`config.mk`:
```
export PLATFORM = sky130hd
export DESIGN_NAME = sub72_nibble_serial
export DESIGN_NICKNAME = d
export VERILOG_FILES = /design/src/rtl/sub72_nibble_serial.sv
export SDC_FILE = /design/constraint.sdc
export NUM_CORES = 1
export LEC_CHECK = 0
export CAP_MARGIN = 20
export CORE_ASPECT_RATIO = 0.8
export CORE_UTILIZATION = 47
export DETAILED_ROUTE_END_ITERATION = 10
export GPL_ROUTABILITY_DRIVEN = 0
export PLACE_DENSITY = 0.77
export RECOVER_POWER = 100
export SYNTH_ARGS = -nofsm -noshare
export SYNTH_HDL_FRONTEND = slang
export SYNTH_SLANG_ARGS = --single-unit
export TNS_END_PERCENT = 5
```
`constraint.sdc`:
```
create_clock -name clk -period 4.6 [get_ports clk]
set_input_delay 0.92 -clock clk [delete_from_list [all_inputs] [get_ports clk]]
set_output_delay 0.92 -clock clk [all_outputs]
set_load 0.1 [all_outputs]
```
`src/rtl/sub72_nibble_serial.sv`:
```
// Digit-serial subtractor: diff = a - b - bin, one DIGIT-bit slice per cycle, LSB first.
// Operands and results move over valid/ready handshakes.
module sub72_nibble_serial #(
   parameter int WIDTH = 72,
   parameter int DIGIT = 4
) (
   input  logic             clk,
   input  logic             rst_n,
   input  logic             in_valid,
   output logic             in_ready,
   input  logic [WIDTH-1:0] a,
   input  logic [WIDTH-1:0] b,
   input  logic             bin,
   output logic             out_valid,
   input  logic             out_ready,
   output logic [WIDTH-1:0] diff,
   output logic             bout,
   output logic             zero,
   output logic             ovf
);

   localparam int NDIG = WIDTH / DIGIT;
   localparam int CW   = (NDIG > 1) ? $clog2(NDIG + 1) : 1;

   if (WIDTH % DIGIT != 0) begin : g_width_check
      $error("sub72_nibble_serial: WIDTH must be a multiple of DIGIT");
   end

   typedef enum logic [1:0] {
      S_IDLE,
      S_RUN,
      S_DONE
   } state_t;

   state_t           state_q;
   logic [WIDTH-1:0] a_q, b_q, diff_q, diff_d;
   logic [CW-1:0]    cnt_q;
   logic             br_q, bout_q, zero_q, ovf_q;
   logic             in_ready_q, out_valid_q;

   logic [DIGIT-1:0] a_dig, b_dig, d;
   logic [DIGIT:0]   sum;
   logic             br, last;

   // One slice of the borrow chain: a - b - borrow == a + ~b + ~borrow, borrow out = ~carry out.
   always_comb begin
      // NOTE: every signal gets a default before the loop so no latch is inferred.
      a_dig  = '0;
      b_dig  = '0;
      diff_d = diff_q;
      for (int i = 0; i < NDIG; i++) begin
         if (cnt_q == CW'(i)) begin
            a_dig = a_q[i*DIGIT +: DIGIT];
            b_dig = b_q[i*DIGIT +: DIGIT];
         end
      end
      sum = {1'b0, a_dig} + {1'b0, ~b_dig} + {{DIGIT{1'b0}}, ~br_q};
      d   = sum[DIGIT-1:0];
      br  = ~sum[DIGIT];
      for (int i = 0; i < NDIG; i++) begin
         if (cnt_q == CW'(i)) diff_d[i*DIGIT +: DIGIT] = d;
      end
      last = (cnt_q == CW'(NDIG - 1));
   end

   // NOTE: sequential state uses non-blocking assignments so every register samples pre-edge values.
   always_ff @(posedge clk or negedge rst_n) begin
      if (!rst_n) begin
         state_q     <= S_IDLE;
         a_q         <= '0;
         b_q         <= '0;
         diff_q      <= '0;
         cnt_q       <= '0;
         br_q        <= 1'b0;
         bout_q      <= 1'b0;
         zero_q      <= 1'b0;
         ovf_q       <= 1'b0;
         in_ready_q  <= 1'b1;
         out_valid_q <= 1'b0;
      end else begin
         case (state_q)
            S_IDLE: begin
               if (in_valid) begin
                  a_q        <= a;
                  b_q        <= b;
                  br_q       <= bin;
                  cnt_q      <= '0;
                  diff_q     <= '0;
                  in_ready_q <= 1'b0;
                  state_q    <= S_RUN;
               end
            end
            S_RUN: begin
               diff_q <= diff_d;
               br_q   <= br;
               cnt_q  <= cnt_q + CW'(1);
               if (last) begin
                  bout_q      <= br;
                  zero_q      <= (diff_d == '0);
                  ovf_q       <= (a_q[WIDTH-1] != b_q[WIDTH-1]) && (diff_d[WIDTH-1] != a_q[WIDTH-1]);
                  out_valid_q <= 1'b1;
                  state_q     <= S_DONE;
               end
            end
            S_DONE: begin
               // Drain only; a new operand set is taken no earlier than the following cycle.
               if (out_ready) begin
                  out_valid_q <= 1'b0;
                  in_ready_q  <= 1'b1;
                  state_q     <= S_IDLE;
               end
            end
            default: begin
               out_valid_q <= 1'b0;
               in_ready_q  <= 1'b1;
               state_q     <= S_IDLE;
            end
         endcase
      end
   end

   assign in_ready  = in_ready_q;
   assign out_valid = out_valid_q;
   assign diff      = diff_q;
   assign bout      = bout_q;
   assign zero      = zero_q;
   assign ovf       = ovf_q;

endmodule

```
## Word level (Yosys, flattened, before mapping)

Cells that the tools add are included.
Widths: inputs -> output; s select.

| storage, ports and cells | value |
|---|---|
| flip-flop bits (word level) | 229 |
| bits of input ports | 149 |

| cells by class | value |
|---|---|
| add/sub/neg operators | 3 |
| eq/ne operators | 24 |
| mux-type cells | 70 |
| bitwise operators | 5 |
| reductions and logical operators | 11 |

Operator list:

| kind | count |
|---|---|
| $mux 4 | 54 |
| $pmux 72 s2 | 1 |
| $logic_not 72->1 | 1 |
| $mux 72 | 1 |
| $eq 5x4->1 const B | 8 |
| $eq 5x3->1 const B | 4 |
| $eq 5x2->1 const B | 2 |
| $eq 5x5->1 const B | 2 |
| $pmux 5 s2 | 1 |
| $reduce_and 3->1 | 3 |
| $mux 2 | 3 |
| $ne 2x2->1 const B | 3 |
| $pmux 1 s3 | 2 |
| $pmux 2 s3 | 1 |
| $reduce_and 2->1 | 3 |
| $add 4x4->5 | 1 |
| $add 5x1->5 | 1 |
| $add 5x1->5 const B | 1 |
| $eq 5x1->1 const B | 1 |
| $logic_not 5->1 | 1 |
| $mux 1 | 5 |
| $mux 5 | 1 |
| $not 1->1 | 4 |
| $not 4->4 | 1 |
| other kinds (7) | 8 |

## Longest topological paths before layout

Gate-level depths: netlist of run 1.

| depth | value |
|---|---|
| depth in word-level cells | 25 |
| mapped depth | 22 |
| depth with buffers taken out | 18 |

## Least setup slack after synthesis of run 1

OpenSTA, ideal clock, no wires.

| timing path | value |
|---|---|
| kind | reg-to-reg |
| from | register cnt_q[2] |
| to | register zero_q, in the netlist zero |
| arrival time | 4.936 ns |
| data required time | 4.529 ns |
| path slack | -0.407 ns |
| stages on the path, launching flop included | 22 |
| buffers on the path | 6 |
| period minus slack after synthesis | 5.007 ns |
| path through | dfrtp_1 > buf_2 > clkbuf_1 > clkbuf_1 > nand2_1 > nor2_1 > ha_1 > clkbuf_1 > clkbuf_1 > nand2_1 > a21oi_1 > a21oi_1 > o221a_2 > fa_1 > fa_1 > clkbuf_1 > nand2_1 > nor2_1 > o22ai_1 > or4_1 > nor4_1 > a32o_1 |

| between the ends | value |
|---|---|
| longest elaborated chain between the ends | 24 |
| elaborated cells between the ends (all ways) | 77 |
| classes of those cells | 2 x add/sub; 17 x eq/ne; 54 x mux; 1 x bitwise; 3 x reduce/logical |

RTL lines:

| element | line | text |
|---|---|---|
| from (decl) | 37 | `logic [CW-1:0] cnt_q;` |
| from (signal assigned) | 96 | `cnt_q <= cnt_q + CW'(1);` |
| $logic_not 5->1 | 52, 61 |  |
| $mux 4 (18 in series) | 52 | `if (cnt_q == CW'(i)) begin` |
| $not 4->4 | 57 | `sum = {1'b0, a_dig} + {1'b0, ~b_dig} + {{DIGIT{1'b0}}, ~br_q};` |
| $add 4x4->5 | 57 |  |
| $add 5x1->5 | 57 |  |
| $mux 4 | 61 | `if (cnt_q == CW'(i)) diff_d[i*DIGIT +: DIGIT] = d;` |
| $logic_not 72->1 | 99 | `zero_q <= (diff_d == '0);` |
| to (signal assigned) | 99 |  |
| to (decl) | 38 | `logic br_q, bout_q, zero_q, ovf_q;` |

Several ways; a longest one is shown, not always the timed one.
A chain may end at the register's enable or synchronous reset.

## Worst setup path in the final report of run 1

| timing path | value |
|---|---|
| from | register cnt_q[1] |
| to | register zero_q, in the netlist zero |

The elaborated chain is that of the path after synthesis.

==> out/results.ini, run 1 <==
[outcome]
status=finished with violations
violations=max-capacitance violations, max-slew violations

[placed_design]
place_ws_ns=0.0355
hpwl_um=26700
port_buffers=225
dpl.cell_count=1791

[clock_tree]
h-tree-depth=1
ctsRootBufferMaster=clkbuf_16
clk_latency_ns=0.52
cts_buffer_depth=3
cts_tree=yes
cts_hold_buf=0
cts.sinks=229
cts_buffers=25
cts.reportedPaths.clkPinSlew_ns=0.06

[logic_synthesis]
synth_ff_type=dfrtp_1
ys_seq_area_share_pct=51.0
async_flop_share_pct=100
yosysWarnings=0
postSynthCellCount=1282
synth.top_cell.area_share_pct=50.8
synth_seq_cells=229
synth.net_count=1441
synth_area_sq_um=11200
yosysMostFrequentCell=nand2_1
syn_avg_cell_area_sq_um=8.76
synthTopCellsByCount=nand2_1, dfrtp_1, o21ai_0
synth_area_leaders=dfrtp_1, nand2_1, a22o_1
synth_cell_types=72
yosys.area.top_type=dfrtp_1
synth_edf_count=0

[die]
dieArea_sq_um=24500
dieWidth_um=175
start_util_pct=48.0
io_pins=226
core_area_sq_um=23400
chipHeight_um=140
rows=50

[sta]
period_share_pct=98.2
maxSlewViolCount=139
worstMarginPinSlew_ns=3.33
setup_viol=0
fin_skew_ns=0.0108
period_needed_ns=4.51
fmaxAchievable_ghz=0.221
tns_ns=0
finalHoldViolations=0
relSlewSlack_pct=-122
setup_ws_ns=0.0851

[setup_path]
cp_max_fo=5
required_ns=5.05
cp-end-kind=flop
arrival_ns=4.97
crit_type=reg2reg
startpoint_type=flop

[layout]
seq_area_sq_um=5730
nFillCells=1920
layout.cells.non_filler=1837
fin_nets=1668
diodes=0
area_growth_pct=33.4
final_util_pct=64.1
multi_input_area_sq_um=5160
layout-drive-gt1-share_pct=9.84

[global_route]
grt_max_degree=157
gr-usage-all-layers_pct=29.7
grt_overflow=0
grt_first_pass_wirelength_um=56500
grt_pass1_vias=10300
antenna_found_initial=0

[drt]
firstDrtPassIters=8
vias=10900
wirelength_um=36400
routedWlPerCell_um=19.8
drt-initial-drc-count=1076
antenna_left=0
vias_per_cell=5.91
route.detailed.drc=0

[flow_run]
cap_violations=1

[hold_path]
hp-class=reg2reg

-- worst paths after layout --
path,startpoint,endpoint,slack (ns),cells after the start
worst max-delay path,cnt_q[1],zero,0.09,16
worst min-delay path,a_q[9],a_q[9],0.48,2
worst min register to register,a_q[9],a_q[9],0.48,2
max in group asynchronous,rst_n,a_q[44],1.00,2
min in group asynchronous,rst_n,diff[0],1.51,1
worst max register to register,cnt_q[1],zero,0.09,16
-- logic make-up (layout without fill, tap and decap cells) --
family	count (synthesis)	after routing	synth area share (%)
AOI/OAI and AO/OA	289	289	18.2
xor gates and xnor gates	4	4	0.312
adders and majority gates	10	10	1.25
buffers and inverters	112	355	4.03
DFF	229	229	51.0
muxes	3	3	0.267
and+or+nand+nor	635	635	24.9
-- flip-flops by register name, summed over array words and instances, names as in the netlist --
name,count
a_q,72
b_q,72
diff,72
cnt_q,5
state_q,2
bout,1
br_q,1
in_ready,1
out_valid,1
ovf,1
zero,1
-- per-layer routing --
| layer | GRT usage, % | up-vias | wire length, um |
|---|---|---|---|
| li1 | - | 4924 | - |
| met1 | 43.6 | 5175 | 15900 |
| met2 | 43.5 | 677 | 15500 |
| met3 | 7.11 | 89 | 3950 |
| met4 | 8.65 | 0 | 1010 |
| met5 | 0 | - | 0 |
-- what timing repair did --
item | 4_1_cts | 5_1_grt
endpoints found under the hold margin | 0 | 0
gates resized for setup | 0 | 21
buffers inserted | 0 | 3
endpoints found under the setup margin | 0 | 9
-- layout make-up --
cell class	instances	area share (%)
clock buffers	36	5.05
clock inverters	7	0.751
inverters	20	0.501
multi-input cells	941	34.4
flip-flops and latches	229	38.2
well taps	312	2.60
repair buffers	292	18.4
-- worst max-delay path, cell delays in order, from the launching register on --
cell	delay, ns
dfrtp_1	0.41
inv_1	0.12
ha_2	0.24
a21oi_1	0.09
a221o_1	0.33
a2111o_1	0.37
a31oi_1	0.23
a211oi_1	0.10
o221a_2	0.30
fa_1	0.42
fa_2	0.59
nand2_1	0.08
nor2_1	0.13
o22ai_1	0.09
or4_1	0.49
nor4_2	0.26
a32o_1	0.20
-- cell usage in the layout, fill, tap and decap left out, drive strengths merged, types with 10 or more instances in the layout --
master         instances
o21ai                 73
a21oi                 39
clkbuf                41
buf                   63
a22oi                 10
nand2                470
a22o                  71
clkdlybuf4s50        223
dfrtp                228
o22ai                 11
nand3                 19
a221oi                11
nor3                  18
inv                   20
nor2                  47
-- per-stage QoR --
| step | cell area [sq um] | hold WS (ns) |
|---|---|---|
| 2_1_floorplan | 11200 | 0.437 |
| 3_3_place_gp | 14000 | 0.460 |
| 3_5_place_dp | 14000 | 0.462 |
| 4_1_cts | 14900 | 0.478 |
| 5_1_grt | 15000 | 0.496 |
| 6_report | 15000 | 0.475 |
Power of run 1 is left out: the tool's default activity adds up to more than one toggle a clock period on the data nets, which glitch-free logic cannot reach.
==> inputs of run 2 (changes only) <==
--- a/config.mk
+++ b/config.mk
@@ -10,6 +10,7 @@
 export CORE_UTILIZATION = 47
 export DETAILED_ROUTE_END_ITERATION = 10
 export GPL_ROUTABILITY_DRIVEN = 0
+export MAX_ROUTING_LAYER = met4
 export PLACE_DENSITY = 0.77
 export RECOVER_POWER = 100
 export SYNTH_ARGS = -nofsm -noshare
==> run 2 against run 1 <==
The flow still finishes with violations (max-capacitance violations, max-slew violations). Maximum frequency decreased by 0.33%. Core utilization unchanged. First-iteration DRC count decreased by 4.9%. Global-route usage increased by 0.88 points. Worst hold slack about the same. Sequential cell count unchanged. Clock skew increased by 0.0017 ns. Routed wire length increased by 0.33%. Sequential share of layout area unchanged. Via count increased by 0.44%. Setup slack got worse by 0.015 ns. Critical endpoint unchanged. Largest cell class unchanged.
==> out/results.ini, run 2 (synthesis gave the netlist of run 1 again) <==
[sta]
timing.hold.ws_ns=0.475  ; about the same
maxSlewViolCount=139  ; unchanged
worstMarginPinSlew_ns=3.33  ; about the same
finalHoldViolations=0  ; unchanged
period_needed_ns=4.53  ; was 4.51 ns
fin_skew_ns=0.0125  ; was 0.0108 ns
fmaxAchievable_ghz=0.221  ; about the same
period_share_pct=98.5  ; was 98.2%
relSlewSlack_pct=-122  ; about the same
setup_viol=0  ; unchanged

[layout]
area_growth_pct=33.4  ; unchanged
final_util_pct=64.1  ; unchanged
nFillCells=1920  ; unchanged
final_common_cell=nand2_1  ; unchanged
diodes=0  ; unchanged
multi_input_area_sq_um=5160  ; unchanged
layout-drive-gt1-share_pct=9.84  ; unchanged
layout_common_cells=nand2_1, dfrtp_1, clkdlybuf4s50_1, o21ai_0, a22o_1  ; unchanged
fin_nets=1668  ; unchanged
seq_area_sq_um=5730  ; unchanged

[setup_path]
r2r_slack_ns=0.07  ; was 0.09 ns
cp-end-kind=flop  ; unchanged
startpoint_type=flop  ; unchanged
crit_start=cnt_q[1]  ; unchanged
arrival_ns=4.98  ; was 4.97 ns
required_ns=5.05  ; about the same
r2r_start=cnt_q[1]  ; unchanged
cp_max_fo=5  ; unchanged
crit_type=reg2reg  ; unchanged

[die]
chipHeight_um=140  ; unchanged
start_util_pct=48.0  ; unchanged
dieWidth_um=175  ; unchanged
core_area_sq_um=23400  ; unchanged
io_pins=226  ; unchanged
rows=50  ; unchanged
dieArea_sq_um=24500  ; unchanged

[clock_tree]
ctsRootBufferMaster=clkbuf_16  ; unchanged
clk_latency_ns=0.52  ; about the same
cts.reportedPaths.clkPinSlew_ns=0.06  ; about the same
cts_buffers=25  ; unchanged
cts_buffer_depth=3  ; unchanged
cts.sinks=229  ; unchanged
h-tree-depth=1  ; unchanged
cts_hold_buf=0  ; unchanged
cts_tree=yes  ; unchanged

[global_route]
antenna_found_initial=0  ; unchanged
grt_pass1_vias=10300  ; about the same
grt_max_degree=157  ; unchanged
grt_first_pass_wirelength_um=56400  ; was 56500 um
gr-usage-all-layers_pct=30.6  ; was 29.7%
grt_overflow=0  ; unchanged

[hold_path]
hp-class=reg2reg  ; unchanged
hold_start=a_q[9]  ; unchanged

[outcome]
violations=max-capacitance violations, max-slew violations  ; unchanged
status=finished with violations  ; unchanged

[drt]
drt-initial-drc-count=1023  ; was 1076
antenna_left=0  ; unchanged
routedWlPerCell_um=19.9  ; was 19.8 um
wirelength_um=36500  ; was 36400 um
vias_per_cell=5.94  ; was 5.91
vias=10900  ; about the same
route.detailed.drc=0  ; unchanged
firstDrtPassIters=5  ; was 8

[placed_design]
hpwl_um=26700  ; unchanged
port_buffers=225  ; unchanged

[flow_run]
cap_violations=1  ; unchanged

==> run 2: metrics by stage <==
stage	TNS (ns)	std cells	worst slack (ns)	area (sq um)
after global routing	-0.0271	1837	-0.0271	15000
final	0	1837	0.0703	15000
after CTS	0	1834	0.0128	14900
after global placement	0	1791	0.144	14000
after detailed placement	0	1791	0.0355	14000
after floorplan	0	1282	0.00652	11200
==> run 2: path summary, 6_finish.rpt <==
check                               end  cells past startpoint
worst max-delay path               zero                     16
worst min-delay path             a_q[9]                      2
worst max register to register     zero                     16
worst min register to register   a_q[9]                      2
max in group asynchronous       a_q[44]                      2
min in group asynchronous       diff[0]                      1
==> run 2: metal layers <==
metal / GRT usage [%] / share of wire (%)
met1: 43.4 / 44
met2: 43.6 / 42
met3: 7.22 / 11
met4: 8.56 / 2.9
met5: - / 0
==> run 2: area by class of cell <==
class | count | share of cell area (%)
inverters | 20 | 0.501
clock inverters | 7 | 0.751
multi-input cells | 941 | 34.4
well taps | 312 | 2.60
clock buffers | 36 | 5.05
repair buffers | 292 | 18.4
flip-flops and latches | 229 | 38.2
==> run 2: repair_timing <==
action | CTS | global route
endpoints found under the setup margin | 0 | 10
hold endpoints to repair | 0 | 0
buffers inserted | 0 | 3
resized for setup | 0 | 21
==> run 2: worst max-delay path: stages, from the launching register on <==
cell and delay, ns:
dfrtp_1 0.41, inv_1 0.12, ha_2 0.24, a21oi_1 0.10, a221o_1 0.33, a2111o_1 0.37
a31oi_1 0.23, a211oi_1 0.10, o221a_2 0.30, fa_1 0.42, fa_2 0.59, nand2_1 0.08
nor2_1 0.14, o22ai_1 0.09, or4_1 0.49, nor4_2 0.26, a32o_1 0.19
Power of run 2 is left out for the same reason.
==> inputs of run 3 (changes only) <==
--- a/config.mk
+++ b/config.mk
@@ -10,9 +10,11 @@
 export CORE_UTILIZATION = 47
 export DETAILED_ROUTE_END_ITERATION = 10
 export GPL_ROUTABILITY_DRIVEN = 0
+export GPL_TIMING_DRIVEN = 0
 export MAX_ROUTING_LAYER = met4
 export PLACE_DENSITY = 0.77
 export RECOVER_POWER = 100
+export SLEW_MARGIN = 30
 export SYNTH_ARGS = -nofsm -noshare
 export SYNTH_HDL_FRONTEND = slang
 export SYNTH_SLANG_ARGS = --single-unit
==> run 3 against run 2 <==
The run ends with max-capacitance violations, max-slew violations, negative setup slack left. Final area is 2.6% higher. Clock-buffer cell count is 3 lower. Core utilization is 1.6 points higher. Clock skew is 0.0029 ns higher. Sequential share of layout area is 0.93 points lower. Critical path type unchanged. Critical endpoint unchanged.
==> out/results.ini, run 3 (synthesis gave the netlist of run 1 again) <==
[clock_tree]
cts_tree=yes  ; unchanged
cts.sinks=229  ; unchanged
cts.reportedPaths.clkPinSlew_ns=0.06  ; about the same
cts_hold_buf=0  ; unchanged
cts_buffers=24  ; was 25
clk_latency_ns=0.54  ; was 0.52 ns
h-tree-depth=1  ; unchanged
cts_buffer_depth=3  ; unchanged
ctsRootBufferMaster=clkbuf_16  ; unchanged

[global_route]
antenna_found_initial=0  ; unchanged
grt_max_degree=90  ; was 157
grt_first_pass_wirelength_um=60500  ; was 56400 um
gr-usage-all-layers_pct=33.3  ; was 30.6%
grt_pass1_vias=10700  ; was 10300
grt_overflow=0  ; unchanged

[die]
rows=50  ; unchanged
io_pins=226  ; unchanged
core_area_sq_um=23400  ; unchanged
start_util_pct=48.0  ; unchanged
dieArea_sq_um=24500  ; unchanged
dieWidth_um=175  ; unchanged
chipHeight_um=140  ; unchanged

[sta]
fin_skew_ns=0.0154  ; was 0.0125 ns
period_share_pct=103  ; was 98.5%
finalHoldViolations=0  ; unchanged
period_needed_ns=4.72  ; was 4.53 ns
worstMarginPinSlew_ns=3.28  ; was 3.33 ns
setup_ws_ns=-0.117  ; was 0.0703 ns
fmaxAchievable_ghz=0.212  ; was 0.221 GHz
rsz0062_at_grt=yes
maxSlewViolCount=59  ; was 139
setup_viol=1  ; was 0
relSlewSlack_pct=-119  ; was -122%

[setup_path]
cp_max_fo=10  ; was 5
arrival_ns=5.18  ; was 4.98 ns
cp-end-kind=flop  ; unchanged
required_ns=5.06  ; was 5.05 ns
crit_type=reg2reg  ; unchanged
startpoint_type=flop  ; unchanged

[drt]
drt-initial-drc-count=1695  ; was 1023
vias=11500  ; was 10900
firstDrtPassIters=5  ; unchanged
route.detailed.drc=0  ; unchanged
antenna_left=0  ; unchanged
routedWlPerCell_um=21.5  ; was 19.9 um
vias_per_cell=6.10  ; was 5.94
wirelength_um=40500  ; was 36500 um

[layout]
area_growth_pct=36.9  ; was 33.4%
layout_common_cells=nand2_1, dfrtp_1, clkdlybuf4s50_1, a22o_1, o21ai_0  ; was nand2_1, dfrtp_1, clkdlybuf4s50_1, o21ai_0, a22o_1
fin_nets=1711  ; was 1668
layout-drive-gt1-share_pct=11.0  ; was 9.84%
diodes=0  ; unchanged
nFillCells=1908  ; was 1920
final_common_cell=nand2_1  ; unchanged

[placed_design]
port_buffers=225  ; unchanged
place_ws_ns=-1.21  ; was 0.0355 ns
hpwl_um=29500  ; was 26700 um

[hold_path]
hp-class=reg2reg  ; unchanged

[outcome]
violations=max-capacitance violations, max-slew violations, negative setup slack  ; was max-capacitance violations, max-slew violations
status=finished with violations  ; unchanged

[flow_run]
cap_violations=1  ; unchanged

-- run 3: changes by cell type in the layout (fill, tap and decap cells not counted), moves of 5 or more --
cell	change
clkbuf_1	+45
buf_4	-37
clkbuf_4	+13
buf_2	+8
buf_6	+6
nor2_1	-6
nor2_2	+6
clkbuf_2	+5
-- run 3: through the flow --
| step | cells | instance area (sq um) | util (%) | setup TNS, ns | hold slack [ns] |
|---|---|---|---|---|---|
| after floorplan | 1282 | 11200 | - | 0 | 0.437 |
| after global placement | 1819 | 13900 | 59.3 | -1560.54 | 0.455 |
| after detailed placement | 1821 | 13900 | 59.6 | -51.77 | 0.460 |
| after CTS | 1870 | 15000 | 64.3 | -0.301 | 0.336 |
| after global routing | 1882 | 15400 | 65.7 | -0.286 | 0.498 |
| final | 1882 | 15400 | 65.7 | -0.117 | 0.476 |
-- run 3: final cells by class --
type	count	area, sq um	share of cell area (%)
Sequential cell	229	5740	37.3
Clock buffer	33	706	4.59
Multi-Input combinational cell	941	5300	34.5
Timing Repair Buffer	244	2420	15.8
Tap cell	312	390	2.54
Buffer	92	552	3.59
Inverter	20	83.8	0.545
Clock inverter	11	185	1.20
-- run 3: final timing paths --
kind,from,endpoint,cells past startpoint,slack [ns]
max,cnt_q[0],zero,17,-0.12
min,b_q[6],b_q[6],2,0.48
max reg2reg,cnt_q[0],zero,17,-0.12
min reg2reg,b_q[6],b_q[6],2,0.48
max in group asynchronous,rst_n,diff[39],1,1.27
min in group asynchronous,rst_n,diff[0],1,1.49
-- run 3: worst max-delay path, stage by stage, from the launching register on --
cell	delay, ns
dfrtp_2	0.45
inv_4	0.11
ha_4	0.16
buf_6	0.15
nor4bb_1	0.39
buf_2	0.38
buf_2	0.29
a21oi_2	0.13
o221a_2	0.29
fa_2	0.40
fa_2	0.56
buf_6	0.12
nand2_2	0.07
nor2_1	0.09
o22ai_1	0.08
or4_4	0.50
nor4_4	0.26
a32o_1	0.20
-- run 3: repair_timing --
| item | in CTS | in global routing |
|---|---|---|
| setup endpoints to repair | 75 | 42 |
| endpoints found under the hold margin | 0 | 0 |
| pin swaps | 2 | 11 |
| gates resized for setup | 59 | 91 |
| buffers inserted | 5 | 12 |
-- run 3: layer usage --
| metal | track usage (%) | share of wire, % |
|---|---|---|
| met5 | - | 0 |
| met4 | 11.8 | 3.9 |
| met3 | 7.17 | 13 |
| met2 | 47.6 | 42 |
| met1 | 46.6 | 41 |
Power of run 3 is left out for the same reason.
==> patch: new RTL, flow settings as in run 3 <==
Register the output `ovf` once more, without a reset; this adds one clock of latency there. The other outputs are not delayed to match.
--- a/src/rtl/sub72_nibble_serial.sv
+++ b/src/rtl/sub72_nibble_serial.sv
@@ -126,3 +126,5 @@
    assign zero      = zero_q;
-   assign ovf       = ovf_q;
+   always_ff @(posedge clk) begin
+      ovf <= ovf_q;
+   end
 
Check against the original RTL: same outputs for any inputs over 4 cycles, from zero or initial values and one cycle with rst_n low; that may be too few to reach the edited logic, so the function may still have changed.
==> patch against run 3 <==
The flow still finishes with violations (max-capacitance violations, max-slew violations, negative setup slack). First-iteration DRC count is 8.7% lower. Sequential cell count is 1 higher. Synthesized area rose by 0.18%. Design area down 0.24%. Synthesized cell count about the same. Setup slack better by 28 ps. Utilization shrank 0.33 points. Wire length up 0.56%.
Power is not shown: default switching activity piles up to over one toggle a cycle in this logic, so the estimate is an artifact.
==> patch: results (changes against run 3) <==
status:
  status: "complete, but fails checks"
  violations: "max-capacitance violations, max-slew violations, negative setup slack"
sta:
  maxSlewViolCount: 234  # +300%
  skew_ps: 12.5  # -2.90 ps
  worst_slew_pin_slew_ps: 2050  # -1230 ps
  hold_ws_ps: 425  # -51.4 ps
  fin_tns_setup_ps: -102  # +14.6 ps
  setup_violations: 2  # +1
  setup_ws_ps: -88.6  # +28.0 ps
place:
  dp.cells: 1822  # +0.055%
  pre_cts_ws_ps: -1210  # +0.200 ps
  dp_hpwl_mm: 29.9  # +1.4%
routing:
  drt_iter0_markers: 1548  # -8.7%
  vias_per_cell: 6.14  # +0.75%
  wl_met1_mm: 16.8  # +1.7%
  wl_per_cell_um: 21.5  # about the same
  dr_wl_met2_mm: 17.1  # -0.39%
  via_count: 11600  # +1.2%
  dr.pass1.iters: 6  # +1
  wl_met3_mm: 4.96  # -5.0%
synth:
  synth_xor_area_share_pct: 0.311  # -0.00055 points
  synth.distinct_cells: 73  # +1.4%
  synth_cells: 1283  # +0.078%
  synth_nets: 1442  # +0.069%
  muxShareOfSynthArea_pct: 0.267  # -0.00048 points
  ys_seq_area_share_pct: 51.1  # +0.087 points
  synthTopCellsByArea: "dfrtp_1 (51%), nand2_1 (16%), a22o_1 (5.5%)"
  ys_async_sr_fraction_pct: 99.6  # -0.43 points
  synth_compound_area_share_pct: 18.1  # -0.032 points
worst_hold_path:
  hold_depth: 0  # -2
  holdCritStartpoint: "ovf_q"
  whs_endpoint: "ovf"
critical_path:
  reg2reg_depth: 18  # +1
  worstPathArrival_ps: 5150  # -30 ps
  critPathMaxStageDelay_ps: 580  # +20 ps
  r2r_start: "cnt_q[2]"
final_layout:
  ff_latch_area_um2: 5750  # +0.33%
  drive_gt1_share_pct: 11.0  # about the same
  final.fill_count: 1894  # -0.73%
  final_nets: 1721  # +0.58%
global_route:
  grt_pass1_wl_mm: 61.8  # +2.2%
  grt_pass1_vias: 10800  # +1.1%
  use_met3_pct: 6.27  # -0.90 points
  grtUsageMet1_pct: 48.6  # +2.0 points
  use_met2_pct: 47.4  # -0.17 points
  grt.total_usage_pct: 34.0  # +0.69 points
clock_network:
  ctsResizeCount: 86  # +46%
flow_run:
  maxCapViolCount: 3  # +2
patch: cell count changes in the layout (fill, tap and decap cells not counted), sizes merged:
cell	change
bufinv	-4
buf	+8
clkinvlp	-1
dfxtp	+1
clkbuf	+4
clkinv	+1
patch: worst register-to-register path, cell delays in order (launching register included):
cell and delay (ps):
dfrtp_1 400, buf_4 140, buf_2 210, buf_2 280, and4b_1 400, clkbuf_4 300
a22oi_1 110, nand3_1 140, a211oi_2 50, o221a_2 330, fa_2 420, fa_2 580
buf_8 120, nand2_2 70, nor2_1 90, o22ai_1 80, or4_1 430, nor4_2 270
a32o_1 190
patch: area by class of cell:
| class | count | area share, % |
|---|---|---|
| Timing Repair Buffer | 253 | 16.0 |
| Multi-Input combinational cell | 941 | 34.7 |
| Tap cell | 312 | 2.55 |
| Clock buffer | 36 | 4.67 |
| Clock inverter | 7 | 0.432 |
| Inverter | 20 | 0.547 |
| Sequential cell | 230 | 37.5 |
| Buffer | 92 | 3.63 |
